<file path="src/rtl/tlul_pkg.sv">
// TL-UL bus payload types shared by hosts, devices and the host arbiter.
package tlul_pkg;

    localparam int unsigned TL_AW  = 32;
    localparam int unsigned TL_DW  = 32;
    localparam int unsigned TL_AIW = 8;
    localparam int unsigned TL_DIW = 1;
    localparam int unsigned TL_SZW = 2;
    localparam int unsigned TL_DBW = TL_DW / 8;

    // Host-to-device: A-channel request plus D-channel ready.
    typedef struct packed {
        logic              a_valid;
        logic [2:0]        a_opcode;
        logic [2:0]        a_param;
        logic [TL_SZW-1:0] a_size;
        logic [TL_AIW-1:0] a_source;
        logic [TL_AW-1:0]  a_address;
        logic [TL_DBW-1:0] a_mask;
        logic [TL_DW-1:0]  a_data;
        logic              d_ready;
    } tl_h2d_t;

    // Device-to-host: D-channel response plus A-channel ready.
    typedef struct packed {
        logic              d_valid;
        logic [2:0]        d_opcode;
        logic [2:0]        d_param;
        logic [TL_SZW-1:0] d_size;
        logic [TL_AIW-1:0] d_source;
        logic [TL_DIW-1:0] d_sink;
        logic [TL_DW-1:0]  d_data;
        logic              d_error;
        logic              a_ready;
    } tl_d2h_t;

endpackage

</file>
<file path="src/rtl/tlul_host_arb.sv">
// N-to-1 TL-UL host arbiter. Round-robin A-channel arbitration with
// valid-stability lock, host index tagged into the upper a_source bits,
// outstanding-transaction limit, and tag-based D-channel return routing.
//
// Ports:
//   clk_i   - clock
//   rst_ni  - asynchronous active-low reset
//   tl_h_i  - N host requests
//   tl_h_o  - N host responses
//   tl_d_o  - device request
//   tl_d_i  - device response
module tlul_host_arb
    import tlul_pkg::*;
#(
    parameter int unsigned N              = 2,
    parameter int unsigned MaxOutstanding = 4
) (
    input  logic    clk_i,
    input  logic    rst_ni,
    input  tl_h2d_t tl_h_i [N],
    output tl_d2h_t tl_h_o [N],
    output tl_h2d_t tl_d_o,
    input  tl_d2h_t tl_d_i
);

    localparam int unsigned IdxW = (N > 1) ? $clog2(N) : 1;
    localparam int unsigned CntW = $clog2(MaxOutstanding + 1);
    localparam int unsigned LowW = TL_AIW - IdxW;

    logic [IdxW-1:0] ptr_q, ptr_d;
    logic            lock_q, lock_d;
    logic [IdxW-1:0] gidx_q, gidx_d;
    logic [CntW-1:0] cnt_q, cnt_d;

    logic [IdxW-1:0] grant;
    logic [IdxW-1:0] cand;
    logic            found;
    logic            gate;
    logic            dn_a_valid;
    logic            dn_d_ready;
    logic            a_hs;
    logic            d_hs;
    logic [IdxW-1:0] d_idx;
    logic            d_hit;
    logic            unused_src_hi;

    // Grant selection: locked host, else first requester from ptr onward.
    always_comb begin : p_grant
        grant = ptr_q;
        found = 1'b0;
        cand  = '0;
        if (lock_q) begin
            grant = gidx_q;
            found = 1'b1;
        end else begin
            for (int unsigned k = 0; k < N; k++) begin
                cand = IdxW'((32'(ptr_q) + k) % N);
                if (!found && tl_h_i[cand].a_valid) begin
                    found = 1'b1;
                    grant = cand;
                end
            end
        end
    end

    // The gate looks at registered cnt, so a D handshake reopens A one cycle later.
    assign gate       = (cnt_q == CntW'(MaxOutstanding));
    assign dn_a_valid = !gate && found && tl_h_i[grant].a_valid;
    assign a_hs       = dn_a_valid && tl_d_i.a_ready;

    // D-channel tag decode; tags beyond N are sunk.
    assign d_idx = tl_d_i.d_source[TL_AIW-1 -: IdxW];

    always_comb begin : p_d_hit
        d_hit = 1'b0;
        for (int unsigned i = 0; i < N; i++) begin
            if (d_idx == IdxW'(i)) begin
                d_hit = 1'b1;
            end
        end
    end

    assign dn_d_ready = d_hit ? tl_h_i[d_idx].d_ready : 1'b1;
    assign d_hs       = tl_d_i.d_valid && dn_d_ready;

    // Downstream request mux.
    always_comb begin : p_a_mux
        tl_d_o = '0;
        if (dn_a_valid) begin
            tl_d_o          = tl_h_i[grant];
            tl_d_o.a_source = {grant, tl_h_i[grant].a_source[LowW-1:0]};
        end
        tl_d_o.a_valid = dn_a_valid;
        tl_d_o.d_ready = dn_d_ready;
    end

    // Upstream response demux; non-selected hosts see all-zero D fields.
    always_comb begin : p_h_out
        for (int unsigned i = 0; i < N; i++) begin
            tl_h_o[IdxW'(i)] = '0;
            if (tl_d_i.d_valid && d_hit && (d_idx == IdxW'(i))) begin
                tl_h_o[IdxW'(i)]          = tl_d_i;
                tl_h_o[IdxW'(i)].d_source = {{IdxW{1'b0}}, tl_d_i.d_source[LowW-1:0]};
            end
            tl_h_o[IdxW'(i)].a_ready = dn_a_valid && (grant == IdxW'(i)) && tl_d_i.a_ready;
        end
    end

    // Upper host a_source bits are replaced by the tag.
    always_comb begin : p_unused
        unused_src_hi = 1'b0;
        for (int unsigned i = 0; i < N; i++) begin
            unused_src_hi = unused_src_hi ^ (^tl_h_i[IdxW'(i)].a_source[TL_AIW-1 -: IdxW]);
        end
    end

    // Next state: lock tracks a stalled offer, ptr advances past the winner.
    always_comb begin : p_next
        ptr_d  = ptr_q;
        cnt_d  = cnt_q;
        lock_d = dn_a_valid && !tl_d_i.a_ready;
        gidx_d = lock_d ? grant : gidx_q;
        if (a_hs) begin
            ptr_d = (grant == IdxW'(N - 1)) ? '0 : grant + IdxW'(1);
        end
        if (a_hs && !d_hs) begin
            cnt_d = cnt_q + CntW'(1);
        end else if (!a_hs && d_hs && (cnt_q != '0)) begin
            cnt_d = cnt_q - CntW'(1);
        end
    end

    // State registers.
    always_ff @(posedge clk_i or negedge rst_ni) begin : p_regs
        if (!rst_ni) begin
            ptr_q  <= '0;
            lock_q <= 1'b0;
            gidx_q <= '0;
            cnt_q  <= '0;
        end else begin
            ptr_q  <= ptr_d;
            lock_q <= lock_d;
            gidx_q <= gidx_d;
            cnt_q  <= cnt_d;
        end
    end

`ifndef SYNTHESIS
    // A response with nothing outstanding is a protocol error upstream.
    always_ff @(posedge clk_i) begin : p_cnt_underflow
        if (rst_ni) begin
            assert (!(d_hs && !a_hs && (cnt_q == '0)))
                else $error("tlul_host_arb: D response with no outstanding request");
        end
    end
`endif

endmodule

</file>
<file path="config.mk">
export PLATFORM = sky130hd
export DESIGN_NAME = tlul_host_arb
export DESIGN_NICKNAME = d
export VERILOG_FILES = /design/src/rtl/tlul_pkg.sv /design/src/rtl/tlul_host_arb.sv
export SDC_FILE = /design/constraint.sdc
export NUM_CORES = 1
export LEC_CHECK = 0
export BUFFER_PORTS_ARGS = -buffer_cell sky130_fd_sc_hd__buf_2
export CAP_MARGIN = 20
export CORE_AREA = 2 2 163 165
export CTS_BUF_LIST = sky130_fd_sc_hd__clkbuf_2
export DETAILED_ROUTE_END_ITERATION = 8
export DIE_AREA = 0 0 165 167
export SLEW_MARGIN = 20
export SYNTH_ARGS = -nofsm -noshare
export SYNTH_HDL_FRONTEND = slang
export SYNTH_SLANG_ARGS = --single-unit
</file>
<file path="constraint.sdc">
create_clock -name clk_i -period 2.1 [get_ports clk_i]
set_clock_uncertainty 0.05 [all_clocks]
set_input_delay 0.21 -clock clk_i [delete_from_list [all_inputs] [get_ports clk_i]]
set_output_delay 0.21 -clock clk_i [all_outputs]
set_load 0.01 [all_outputs]
</file>
==> summary.md <==
| Metric | Value |
|---|---|
| Status | finished, violations left |
| Failing checks | setup timing |
| Sequential fraction of the synthesis area | 0.07463 |
| Via density per instance | 3.849 |
| Switching fraction of total power | 0.4686 |
| Initial core utilization | 0.07809 |
| Max Slew Vio Count | 0 |
| Clock sink total | 6 |
| Final setup fails | 67 |
| Area growth syn-to-layout | 143.8% |
| CP arrival | 2.33 ns |
| Period utilisation layout | 1.067 |
| Clock Path Buffers | 2 |
| DRT iter0 DRCs | 119 |
| First-pass GRT wire length | 22730 microns |
| Post-route ant nets | 0 |
| Clock Pin Slew Worst Setup and Hold Paths | 0.06 ns |
| Synth top area cells | a22o_1, and2_1, and3_1 |
| Register-to-Register Path Depth | 7 |
| Ports | 416 |
| Crit path time final | 2.241 ns |
| VDD IR max | 0.4762 mV |
| Layout cells sized above 1 | 0.6739 |
| Root buf cell | clkbuf_2 |
| First-pass detailed-route iteration total | 4 |
| Core area | 25760 sq um |
| Initial antenna violation count | 8 |
| Largest net degree at the start of global routing | 85 |
| Sequential Area | 150.1 sq um |
| Non-Filler Instances | 1023 |
| Site row count | 59 |
| Die ar. | 27560 sq um |
| Final Net Count | 916 |
| Synth Instances | 270 |
| FF+latch count, synth | 6 |
| Psw | 1.735 mW |
| Most numerous cell in the Yosys netlist | a22o_1 |
| Max Clock Freq | 0.4462 GHz |
| # Max-Cap Violations | 0 |
| Total GRT Usage | 0.1130 |
| Post-Syn Area | 2012 sq um |
| Final WS setup | -0.1413 ns |
| FF-to-FF End | cnt_q[2]$_DFFE_PN0P_ |
| Flop2flop setup slack | -0.14 ns |
| Remaining Overflow, GRT | 0 |
| Critical path startpoint category | register |
| Ys flop type | dfrtp_1 |
| Power, Total | 3.703 mW |
| CP Class | reg -> reg |
| Mean post-synth cell area | 7.452 sq um |
| Reg-to-reg startpoint | gidx_q$_DFFE_PN0P_ |
| CP required | 2.19 ns |
| Global placement routability congestion | 0.8993 |
| Final WL | 18330 microns |
| Syn. warnings | 0 |
| Crit Path Max Fanout | 2 |
| Clk_lat worst skew | 0.22 ns |
| I/O Buffers | 411 |
| Die H | 167 microns |
| CTS buffer count | 3 |
| Power Density | 755.1 nW/um^2 |
| Fin Setup TNS | -2.903 ns |
| Internal | 1.968 mW |
| Final HPWL DP | 15340 microns |
| Avg WL per Cell | 17.92 microns |
| Post-synth cell types | 29 |
| DRC | 0 |
| CTS tree | yes |
| Vias | 3938 |
| Post-synth ARST share | 1.000 |
| Hold slack | 0.2929 ns |
| Hold Fails Final Rpt | 0 |
| Pre-CTS WS | -0.1559 ns |
| Post-synth EDFFs | 0 |
| Lkg Pwr | 3.047 nW |
| Crit. End Element | register |
| Leading area contributor after synthesis | a22o_1 |
| Unrepaired setup endpoints after global routing | yes |
| Multi-input gate area | 1693 sq um |
| Post-synth top area share | 0.3613 |
| Cell Count Post-Placement | 1002 |
| Sequential Power Share | 0.060 |
| Clock power share | 0.021 |
| Die W | 165 microns |
| Top cells by count, synth | a22o_1, and2_1, and3_1 |
| Comb pwr share | 0.919 |
| Vias in the first global route | 3577 |
| H-tree lvl count | 1 |
| Worst hold path class | in -> async |
| Fillers | 2940 |
==> worst max-delay path, stage by stage (launching register included) <==
cell and delay (ns):
dfrtp_1 0.41, mux2i_2 0.17, a211oi_2 0.30, nand2_1 0.12, fa_2 0.35, or3_1 0.32
or3_1 0.33, a22oi_2 0.13
==> worst max path at each step <==
stage                            start                   end  depth (start not counted)
floorplan           gidx_q$_DFFE_PN0P_  cnt_q[2]$_DFFE_PN0P_                          7
global placement    gidx_q$_DFFE_PN0P_  cnt_q[2]$_DFFE_PN0P_                          7
detailed placement  gidx_q$_DFFE_PN0P_  cnt_q[2]$_DFFE_PN0P_                          7
global route        gidx_q$_DFFE_PN0P_  cnt_q[2]$_DFFE_PN0P_                          7
CTS                 gidx_q$_DFFE_PN0P_  cnt_q[2]$_DFFE_PN0P_                          7
finish              gidx_q$_DFFE_PN0P_  cnt_q[2]$_DFFE_PN0P_                          7
==> cell type report <==
cell class,count,area share
repair buffers,450,0.5314
multi-input cells,223,0.3452
well taps,335,0.08546
flip-flops and latches,6,0.03061
inverters,5,0.003827
clock buffers,3,0.003061
diodes,1,0.0005102
==> cell usage in the layout, fill, tap and decap left out, types with 2 or more instances in the layout <==
master,instances
or3_1,2
and2_1,52
buf_16,2
buf_6,13
inv_1,4
nand2_1,4
dfrtp_1,6
buf_2,404
o21ai_0,2
buf_12,5
clkbuf_2,3
nor2_1,5
conb_1,2
buf_4,19
nor3b_4,2
a22o_1,83
clkbuf_16,4
buf_8,2
and3_1,49
mux2i_1,6
==> kinds of logic after synthesis <==
group,count (synthesis),share of synthesized area
buffers and inverters,42,0.1001
DFF,6,0.07462
and+or+nand+nor,119,0.3663
other,1,0.001864
AOI/OAI and AO/OA,93,0.4080
adders and majority gates,1,0.009951
muxes,7,0.03483
xor gates and xnor gates,1,0.004354
==> repair_timing <==
item	4_1_cts	5_1_grt
gates resized for setup	10	16
hold buffers	1	0
gates cloned	2	6
setup endpoints to repair	86	87
pin swaps	41	5
hold endpoints to repair	6	0
setup buffers	3	5
==> state kept, by name (all words and copies together), names as in the netlist <==
register and count:
gidx_q 1, cnt_q 3, lock_q 1, ptr_q 1
==> power groups by stage <==
| stage | combinational (mW) | clock, mW | sequential, mW |
|---|---|---|---|
| finish | 3.40 | 0.0780 | 0.222 |
| CTS | 3.05 | 0.0831 | 0.222 |
| global placement | 2.80 | 0 | 0.212 |
| global route | 3.68 | 0.0902 | 0.227 |
| detailed placement | 2.83 | 0 | 0.218 |
| floorplan | 1.58 | 0 | 0.247 |
==> metrics by stage <==
step,instance area [sq um],util
global route,4905,0.1904
finish,4905,0.1904
floorplan,2018,-
CTS,4681,0.1817
global placement,4531,0.1759
detailed placement,4531,0.1759
==> routing by layer <==
layer | GRT usage | part of all wire | wire length (microns) | up-vias
li1 | - | - | - | 1858
met1 | 0.1238 | 0.37 | 6866 | 1783
met2 | 0.2357 | 0.55 | 10070 | 281
met3 | 0.01046 | 0.067 | 1235 | 16
met4 | 0.009074 | 0.0090 | 165 | 0
met5 | 0 | 0 | 0 | -
Note: power is estimated with default switching activity, not from simulation.
